**config.mk**
```make
export PLATFORM = sky130hd
export DESIGN_NAME = sram_responder
export DESIGN_NICKNAME = d
export VERILOG_FILES = /design/src/rtl/sloth_mem_pkg.sv /design/src/rtl/sram_responder.sv
export SDC_FILE = /design/constraint.sdc
export NUM_CORES = 1
export LEC_CHECK = 0
export ABC_AREA = 1
export BUFFER_PORTS_ARGS = -buffer_cell sky130_fd_sc_hd__buf_4
export CAP_MARGIN = 10
export CORE_MARGIN = 2
export CORE_UTILIZATION = 35
export CTS_BUF_LIST = sky130_fd_sc_hd__clkbuf_8
export DETAILED_ROUTE_END_ITERATION = 10
export GPL_TIMING_DRIVEN = 1
export PLACE_DENSITY_LB_ADDON = 0.12
export SLEW_MARGIN = 5
export SYNTH_ARGS = -nofsm -noshare
export SYNTH_HDL_FRONTEND = slang
export SYNTH_SLANG_ARGS = --single-unit
```
**constraint.sdc**
```tcl
create_clock -name clk -period 3.35 [get_ports clk]
set_input_delay 0.1675 -clock clk [delete_from_list [all_inputs] [get_ports clk]]
set_output_delay 0.1675 -clock clk [all_outputs]
set_load 0.02 [all_outputs]
```
**src/rtl/sloth_mem_pkg.sv**
```systemverilog
`default_nettype none
// ============================================================================
// Module      : sloth_mem_pkg
// Description : Shared types and constants for the memory-stage SRAM responder.
// Revision    : 1.0 - initial release
// ============================================================================
package sloth_mem_pkg;

    localparam int          WORD_WIDTH        = 32;
    localparam int          SRAM_DATA_WIDTH   = 16;
    localparam logic [31:0] DEFAULT_BASE_ADDR = 32'd1024;

    // Access sequencing: a word access is a LOW halfword phase followed by a HIGH one
    typedef enum logic [1:0] {
        IDLE = 2'd0,
        LOW  = 2'd1,
        HIGH = 2'd2,
        DONE = 2'd3
    } state_e;

endpackage : sloth_mem_pkg
`default_nettype wire

```
**src/rtl/sram_responder.sv**
```systemverilog
`default_nettype none
// ============================================================================
// Module      : sram_responder
// Description : Services 32-bit memory-stage reads/writes against a 16-bit
//               asynchronous SRAM as two halfword phases with wait states.
// Revision    : 1.0 - initial release
// ============================================================================
module sram_responder
    import sloth_mem_pkg::*;
#(
    parameter logic [31:0] BASE_ADDR       = DEFAULT_BASE_ADDR,
    parameter int          ACCESS_CYCLES   = 2,
    parameter int          SRAM_ADDR_WIDTH = 18
) (
    input  logic                          clk,
    input  logic                          rst,
    input  logic                          mem_read,
    input  logic                          mem_write,
    input  logic [WORD_WIDTH-1:0]         address,
    input  logic [WORD_WIDTH-1:0]         write_data,
    output logic [WORD_WIDTH-1:0]         read_data,
    output logic                          ready,
    output logic [SRAM_ADDR_WIDTH-1:0]    sram_addr,
    output logic [SRAM_DATA_WIDTH-1:0]    sram_dq_out,
    input  logic [SRAM_DATA_WIDTH-1:0]    sram_dq_in,
    output logic                          sram_dq_oe,
    output logic                          sram_we_n
);

    // Counter only needs to reach ACCESS_CYCLES-1
    localparam int               CNT_W    = (ACCESS_CYCLES > 1) ? $clog2(ACCESS_CYCLES) : 1;
    localparam logic [CNT_W-1:0] CNT_LAST = CNT_W'(ACCESS_CYCLES - 1);

    state_e                  state_q, state_d;
    logic [CNT_W-1:0]        cnt_q, cnt_d;
    logic [WORD_WIDTH-1:0]   read_data_q, read_data_d;

    logic                    w_req;
    logic                    w_last;
    logic                    w_in_phase;
    logic                    w_half;
    logic                    w_is_read;
    logic [WORD_WIDTH-1:0]   w_offset;
    logic                    w_unused_offset;

    assign w_req      = mem_read | mem_write;
    assign w_last     = (cnt_q == CNT_LAST);
    assign w_in_phase = (state_q == LOW) || (state_q == HIGH);
    assign w_half     = (state_q == HIGH);
    // Simultaneous read and write is serviced as a write only
    assign w_is_read  = mem_read & ~mem_write;

    // Offset wraps modulo 2^32; bits above the SRAM size are discarded
    assign w_offset        = address - BASE_ADDR;
    assign w_unused_offset = ^{w_offset[WORD_WIDTH-1:SRAM_ADDR_WIDTH+1], w_offset[1:0]};

    // State, phase counter and captured read word
    always_ff @(posedge clk) begin
        if (!rst) begin
            state_q     <= IDLE;
            cnt_q       <= '0;
            read_data_q <= '0;
        end else begin
            state_q     <= state_d;
            cnt_q       <= cnt_d;
            read_data_q <= read_data_d;
        end
    end

    // Next-state and phase-counter sequencing
    always_comb begin
        state_d = state_q;
        cnt_d   = cnt_q;
        case (state_q)
            IDLE: begin
                if (w_req) begin
                    state_d = LOW;
                    cnt_d   = '0;
                end
            end
            LOW: begin
                if (w_last) begin
                    state_d = HIGH;
                    cnt_d   = '0;
                end else begin
                    cnt_d = cnt_q + 1'b1;
                end
            end
            HIGH: begin
                if (w_last) begin
                    state_d = DONE;
                    cnt_d   = '0;
                end else begin
                    cnt_d = cnt_q + 1'b1;
                end
            end
            DONE: begin
                // Pipeline advances on this edge; any request next cycle is new
                state_d = IDLE;
                cnt_d   = '0;
            end
            default: begin
                state_d = IDLE;
                cnt_d   = '0;
            end
        endcase
    end

    // Read capture: sample SRAM data on the last clock of each read phase
    always_comb begin
        read_data_d = read_data_q;
        if (w_in_phase && w_is_read && w_last) begin
            if (w_half) begin
                read_data_d = {sram_dq_in, read_data_q[15:0]};
            end else begin
                read_data_d = {read_data_q[31:16], sram_dq_in};
            end
        end
    end

    // SRAM pin drive, derived directly from the current phase
    always_comb begin
        sram_addr   = '0;
        sram_dq_out = '0;
        sram_dq_oe  = 1'b0;
        sram_we_n   = 1'b1;
        if (w_in_phase) begin
            sram_addr = {w_offset[SRAM_ADDR_WIDTH:2], w_half};
            if (mem_write) begin
                sram_we_n   = 1'b0;
                sram_dq_oe  = 1'b1;
                sram_dq_out = w_half ? write_data[31:16] : write_data[15:0];
            end
        end
    end

    assign ready     = ~w_req | (state_q == DONE);
    assign read_data = read_data_q;

endmodule : sram_responder
`default_nettype wire

```
==> results.yml, run 1 <==
placed_design:
  portBuffers: 137
  hpwl_um: 4490
  gp_congestion: 0.753
  dpl_worst_slack_ns: 1.06
floorplan:
  start_util_pct: 35.9
  fp.dieArea_sq_um: 6200
  die_h_um: 78.7
  die_w_um: 78.7
  ios: 153
  fp-row-count: 27
  core_area_sq_um: 5440
global_route:
  grt-ovfl-total: 0
  antenna_found_initial: 0
  grt_pass1_wl_um: 9370
  grt_pass1_vias: 2059
  grt_use_total_pct: 18.6
  grt_max_degree: 37
route:
  drc_errors: 0
  firstDrtPassIters: 4
  wl_per_cell_um: 12.2
  drt_iter0_drc: 112
  via_count: 2284
  routed_wl_um: 6000
  postRouteAntennaNets: 0
  avgViaCountPerCell: 4.63
run:
  cap_violations: 0
setup_path:
  crit_fanout: 18
  criticalPathCategory: "reg2out"
  path_cells: "inv_1 -> ha_1 -> nand2_1 -> nor3_1 -> buf_4"
  worstPathArrival_ns: 2.35
  crit_path_start_kind: "flop"
  endpoint_kind: "primary output"
  cpMaxStageDelayCell: "ha_1"
  cpPeakStageDelay_ns: 0.57
  required_ns: 3.18
sta:
  period_share_pct: 75.2
  setup-violations-final: 0
  hold_viol_final: 0
  setup_ws_ns: 0.830
  slew_viol_final: 0
  slew_headroom_pct: 48.9
  finalCriticalPeriod_ns: 2.52
  finClkSkew_ns: 0.00265
  fmax_ghz: 0.397
  rsz0062_at_grt: "no"
  fin_tns_setup_ns: 0
  worstMarginPinSlew_ns: 0.766
synthesis:
  ys_ff_latch: 35
  ys_seq_area_share_pct: 35.9
  synth_top_area_share_pct: 35.9
  synth.area.top_cells: "dfxtp_1, nand2_1, a21boi_1, nor2_1, nand3_1"
  yosysUniqueCellTypes: 20
  syn_area_per_cell_sq_um: 6.74
  synth_area_leader_cell: "dfxtp_1"
  syn_inst: 290
  syn_area_sq_um: 1950
  syn_nets: 380
  ys.warnings.count: 0
layout:
  drive_gt1_share_pct: 36.3
  nets: 510
  mostFrequentLayoutCell: "buf_4"
  syn_to_final_growth_pct: 59.9
  diodes: 0
  layout_common_cells: "buf_4, nand2_1, nor2_1, dfxtp_1, nand3_1"
clock_network:
  cts_root_buffer: "clkbuf_8"
  htree_num_levels: 2
  post-cts-setup-buffers: 0
  clkSlewWorstSetupHoldPaths_ns: 0.07
  clkLatencyLatePin_ns: 0.28
  postCtsHoldBufs: 0
  cts.repair.resized: 0
  clock_sinks: 35
  tritoncts: "yes"
  cts_buffer_depth: 2
  cts_buffers: 5
outcome:
  status: "complete, no violations"
min_path:
  hp-class: "in2reg"
power:
  cellLeakagePower_nw: 1.54
  peakVddDrop_mv: 0.439
  p_per_area_nw_per_um2: 577
==> cells in the mapped netlist (all sizes together) <==
master / n
dfxtp: 35
clkbuf: 7
or2: 2
ha: 6
nor2: 51
o21bai: 1
buf: 10
nand3: 34
inv: 22
a21boi: 32
o21ai: 5
nand2: 63
a21oi: 4
xor2: 2
nor3: 16
==> final timing paths <==
path / start / endpoint / slack, ns / cells after the start
min reg2reg: read_data[22] / read_data[22] / 0.46 / 2
max: state_q[1] / sram_dq_out[11] / 0.83 / 5
max reg2reg: state_q[1] / read_data[2] / 1.06 / 7
min: sram_dq_in[6] / read_data[22] / 0.17 / 3
==> worst max-delay path, delay by kind of cell (launching register included) <==
kind                       cells  cell delay [ns]
and+or+nand+nor                2             0.82
adders and majority gates      1             0.57
DFF                            1             0.39
buffers and inverters          2             0.28
==> metal layers <==
| metal | share of wire [%] | GRT usage [%] | routed length [um] |
|---|---|---|---|
| met2 | 51 | 33.8 | 3070 |
| met3 | 6.3 | 4.66 | 376 |
| met1 | 41 | 21.7 | 2470 |
| met4 | 1.4 | 4.91 | 85 |
| met5 | 0 | 0 | 0 |
==> layout make-up <==
| cell class | instances | area (sq um) |
|---|---|---|
| fillers | 554 | 2310 |
| multi-input cells | 216 | 1090 |
| inverters | 22 | 82.6 |
| clock inverters | 3 | 43.8 |
| repair buffers | 140 | 1050 |
| flip-flops and latches | 35 | 701 |
| clock buffers | 5 | 68.8 |
| well taps | 72 | 90.1 |
==> stage by stage <==
stage / std cells / utilization [%] / power [mW] / instance area [sq um] / hold WS (ns)
global placement: 485 / 55.4 / 1.44 / 3010 / 0.448
finish: 493 / 57.5 / 1.80 / 3130 / 0.169
global route: 493 / 57.5 / 1.94 / 3130 / 0.152
detailed placement: 485 / 55.4 / 1.44 / 3010 / 0.452
floorplan: 290 / - / 1.05 / 1950 / 0.321
CTS: 493 / 57.5 / 1.82 / 3130 / 0.163
==> registers in the layout (all words and copies together) (netlist names) <==
name	count
cnt_q	1
read_data	32
state_q	2
==> kinds of logic (layout without fill, tap and decap cells) <==
| family | count (synthesis) | count (layout) | synth area share [%] |
|---|---|---|---|
| simple gates | 166 | 166 | 36.0 |
| compound gates | 42 | 42 | 15.0 |
| buf+inv | 39 | 170 | 8.45 |
| flops | 35 | 35 | 35.9 |
| fa+ha+maj | 6 | 6 | 3.84 |
| xor+xnor | 2 | 2 | 0.896 |
==> report_power, final <==
group          leakage [nW]  switching, mW  internal [mW]
combinational          1.20          0.593          0.375
sequential            0.283         0.0177          0.440
clock                0.0581          0.157          0.222
total                  1.54          0.768           1.04
Power figures use the tool's default switching activity.
==> run 2, diff against run 1 <==
==> constraint.sdc (replaced) <==
create_clock -name clk -period 2.6 [get_ports clk]
set_input_delay 0.13 -clock clk [delete_from_list [all_inputs] [get_ports clk]]
set_output_delay 0.13 -clock clk [all_outputs]
set_load 0.02 [all_outputs]
==> run 2 against run 1 <==
Compared with the run above:
- clock skew up 0.0018 ns
- cell count up 0.61%
- via count down 0.48%
- sequential power up 29%
==> results.yml, run 2 (synthesis results as in run 1) <==
outcome:
  status: "complete, no violations"
clock_network:
  post-cts-setup-buffers: 0
  cts.repair.resized: 0
  cts_buffer_depth: 2
  clock_sinks: 35
  clkSlewWorstSetupHoldPaths_ns: 0.07
  postCtsHoldBufs: 0
  tritoncts: "yes"
  htree_num_levels: 2
  cts_root_buffer: "clkbuf_8"
  clkLatencyLatePin_ns: 0.28
  cts_buffers: 5
setup_path:
  crit_path_start_kind: "flop"
  crit_start: "state_q[1]"
  endpoint_kind: "flop"
  r2r_start: "state_q[1]"
  crit_fanout: 16
  worstPathArrival_ns: 2.11
  reg2regPathDepth: 7
  required_ns: 2.77
  criticalPathCategory: "reg2reg"
global_route:
  grt_use_met2_pct: 33.7
  antenna_found_initial: 0
  grt_pass1_wl_um: 9380
  busiest_layer: "met2"
  grtUsageMet3_pct: 4.32
  grt-ovfl-total: 0
  grt_max_degree: 36
  grt_pass1_vias: 2127
  grt_use_total_pct: 18.4
  grt_util_met1_pct: 21.3
power:
  peakVddDrop_mv: 0.433
  p_sw_share_pct: 41.4
  clkPwrFrac_pct: 21.3
  p_switching_uw: 983
  power_frac_comb_pct: 53.9
  p_per_area_nw_per_um2: 750
  intPower_mw: 1.39
  total_power_mw: 2.37
  seq_power_share_pct: 24.8
  cellLeakagePower_nw: 1.56
route:
  via_count: 2273
  firstDrtPassIters: 4
  avgViaCountPerCell: 4.58
  drt_iter0_drc: 66
  postRouteAntennaNets: 0
  wl_per_cell_um: 11.4
  routed_wl_um: 5670
  drc_errors: 0
placed_design:
  hpwl_um: 4300
  portBuffers: 137
  dpl.cell_count: 488
  dpl_worst_slack_ns: 0.678
  gp_congestion: 0.749
sta:
  rsz0062_at_grt: "no"
  finalCriticalPeriod_ns: 1.94
  slew_headroom_pct: 74.1
  hold_viol_final: 0
  fmax_ghz: 0.516
  worstMarginPinSlew_ns: 0.388
  setup_ws_ns: 0.663
  finClkSkew_ns: 0.00448
  period_share_pct: 74.5
  slew_viol_final: 0
  setup-violations-final: 0
  fin_tns_setup_ns: 0
layout:
  syn_to_final_growth_pct: 62.0
  mostFrequentLayoutCell: "buf_4"
  final_cells: 496
  final_util_pct: 58.2
  nets: 513
  drive_gt1_share_pct: 36.8
  diodes: 0
  layout_common_cells: "buf_4, nand2_1, nor2_1, dfxtp_1, nand3_1"
  fill_cells: 522
  largest_reg_flops: 32
min_path:
  holdCritStartpoint: "sram_dq_in[9]"
  whs_path_depth: 3
  hp-class: "in2reg"
floorplan:
  start_util_pct: 35.9
  die_h_um: 78.7
  ios: 153
  fp.dieArea_sq_um: 6200
  fp-row-count: 27
  die_w_um: 78.7
  core_area_sq_um: 5440
run:
  cap_violations: 0
## run 2: changes by cell type in the layout (fill, tap and decap cells not counted), sizes merged
cell	delta
clkbuf	+1
buf	+3
clkinv	-1
## run 2: layer usage
layer	share of wire, %	wire length (um)	vias up
li1	-	-	1193
met1	41	2300	1011
met2	52	2940	60
met3	6.1	344	9
met4	1.5	87	0
met5	0	0	-
## run 2: stage by stage
step | hold slack (ns) | cell area (sq um)
floorplan | 0.283 | 1950
global placement | 0.420 | 3050
detailed placement | 0.427 | 3050
CTS | 0.122 | 3170
global route | 0.122 | 3170
finish | 0.127 | 3170
## run 2: layout make-up
type                       instances  area, sq um  area share (%)
clock buffer                       6         82.6            2.61
clock inverter                     2         35.0            1.11
inverter                          22         82.6            2.61
multi-input combinational        216         1090            34.4
sequential                        35          701            22.1
tap                               72         90.1            2.85
timing repair buffer             143         1090            34.3
## run 2: path summary, 6_finish.rpt
| check | end | slack (ns) |
|---|---|---|
| hold reg to reg | read_data[26] | 0.46 |
| hold / removal | read_data[25] | 0.13 |
| setup / recovery | read_data[31] | 0.66 |
| setup reg to reg | read_data[31] | 0.66 |
## run 2: power by group through the flow
stage | clock network, mW | logic, mW | registers [mW]
3_3_place_gp | 0 | 1.28 | 0.601
6_report | 0.505 | 1.28 | 0.590
3_5_place_dp | 0 | 1.29 | 0.602
4_1_cts | 0.519 | 1.30 | 0.589
2_1_floorplan | 0 | 0.745 | 0.612
5_1_grt | 0.543 | 1.41 | 0.594
## run 2: critical path: stages (launching register included)
cell,delay [ns]
dfxtp_1,0.40
inv_1,0.10
ha_1,0.35
nand2_1,0.10
nor2_4,0.35
nand2_2,0.32
nand2_1,0.15
a21boi_1,0.06
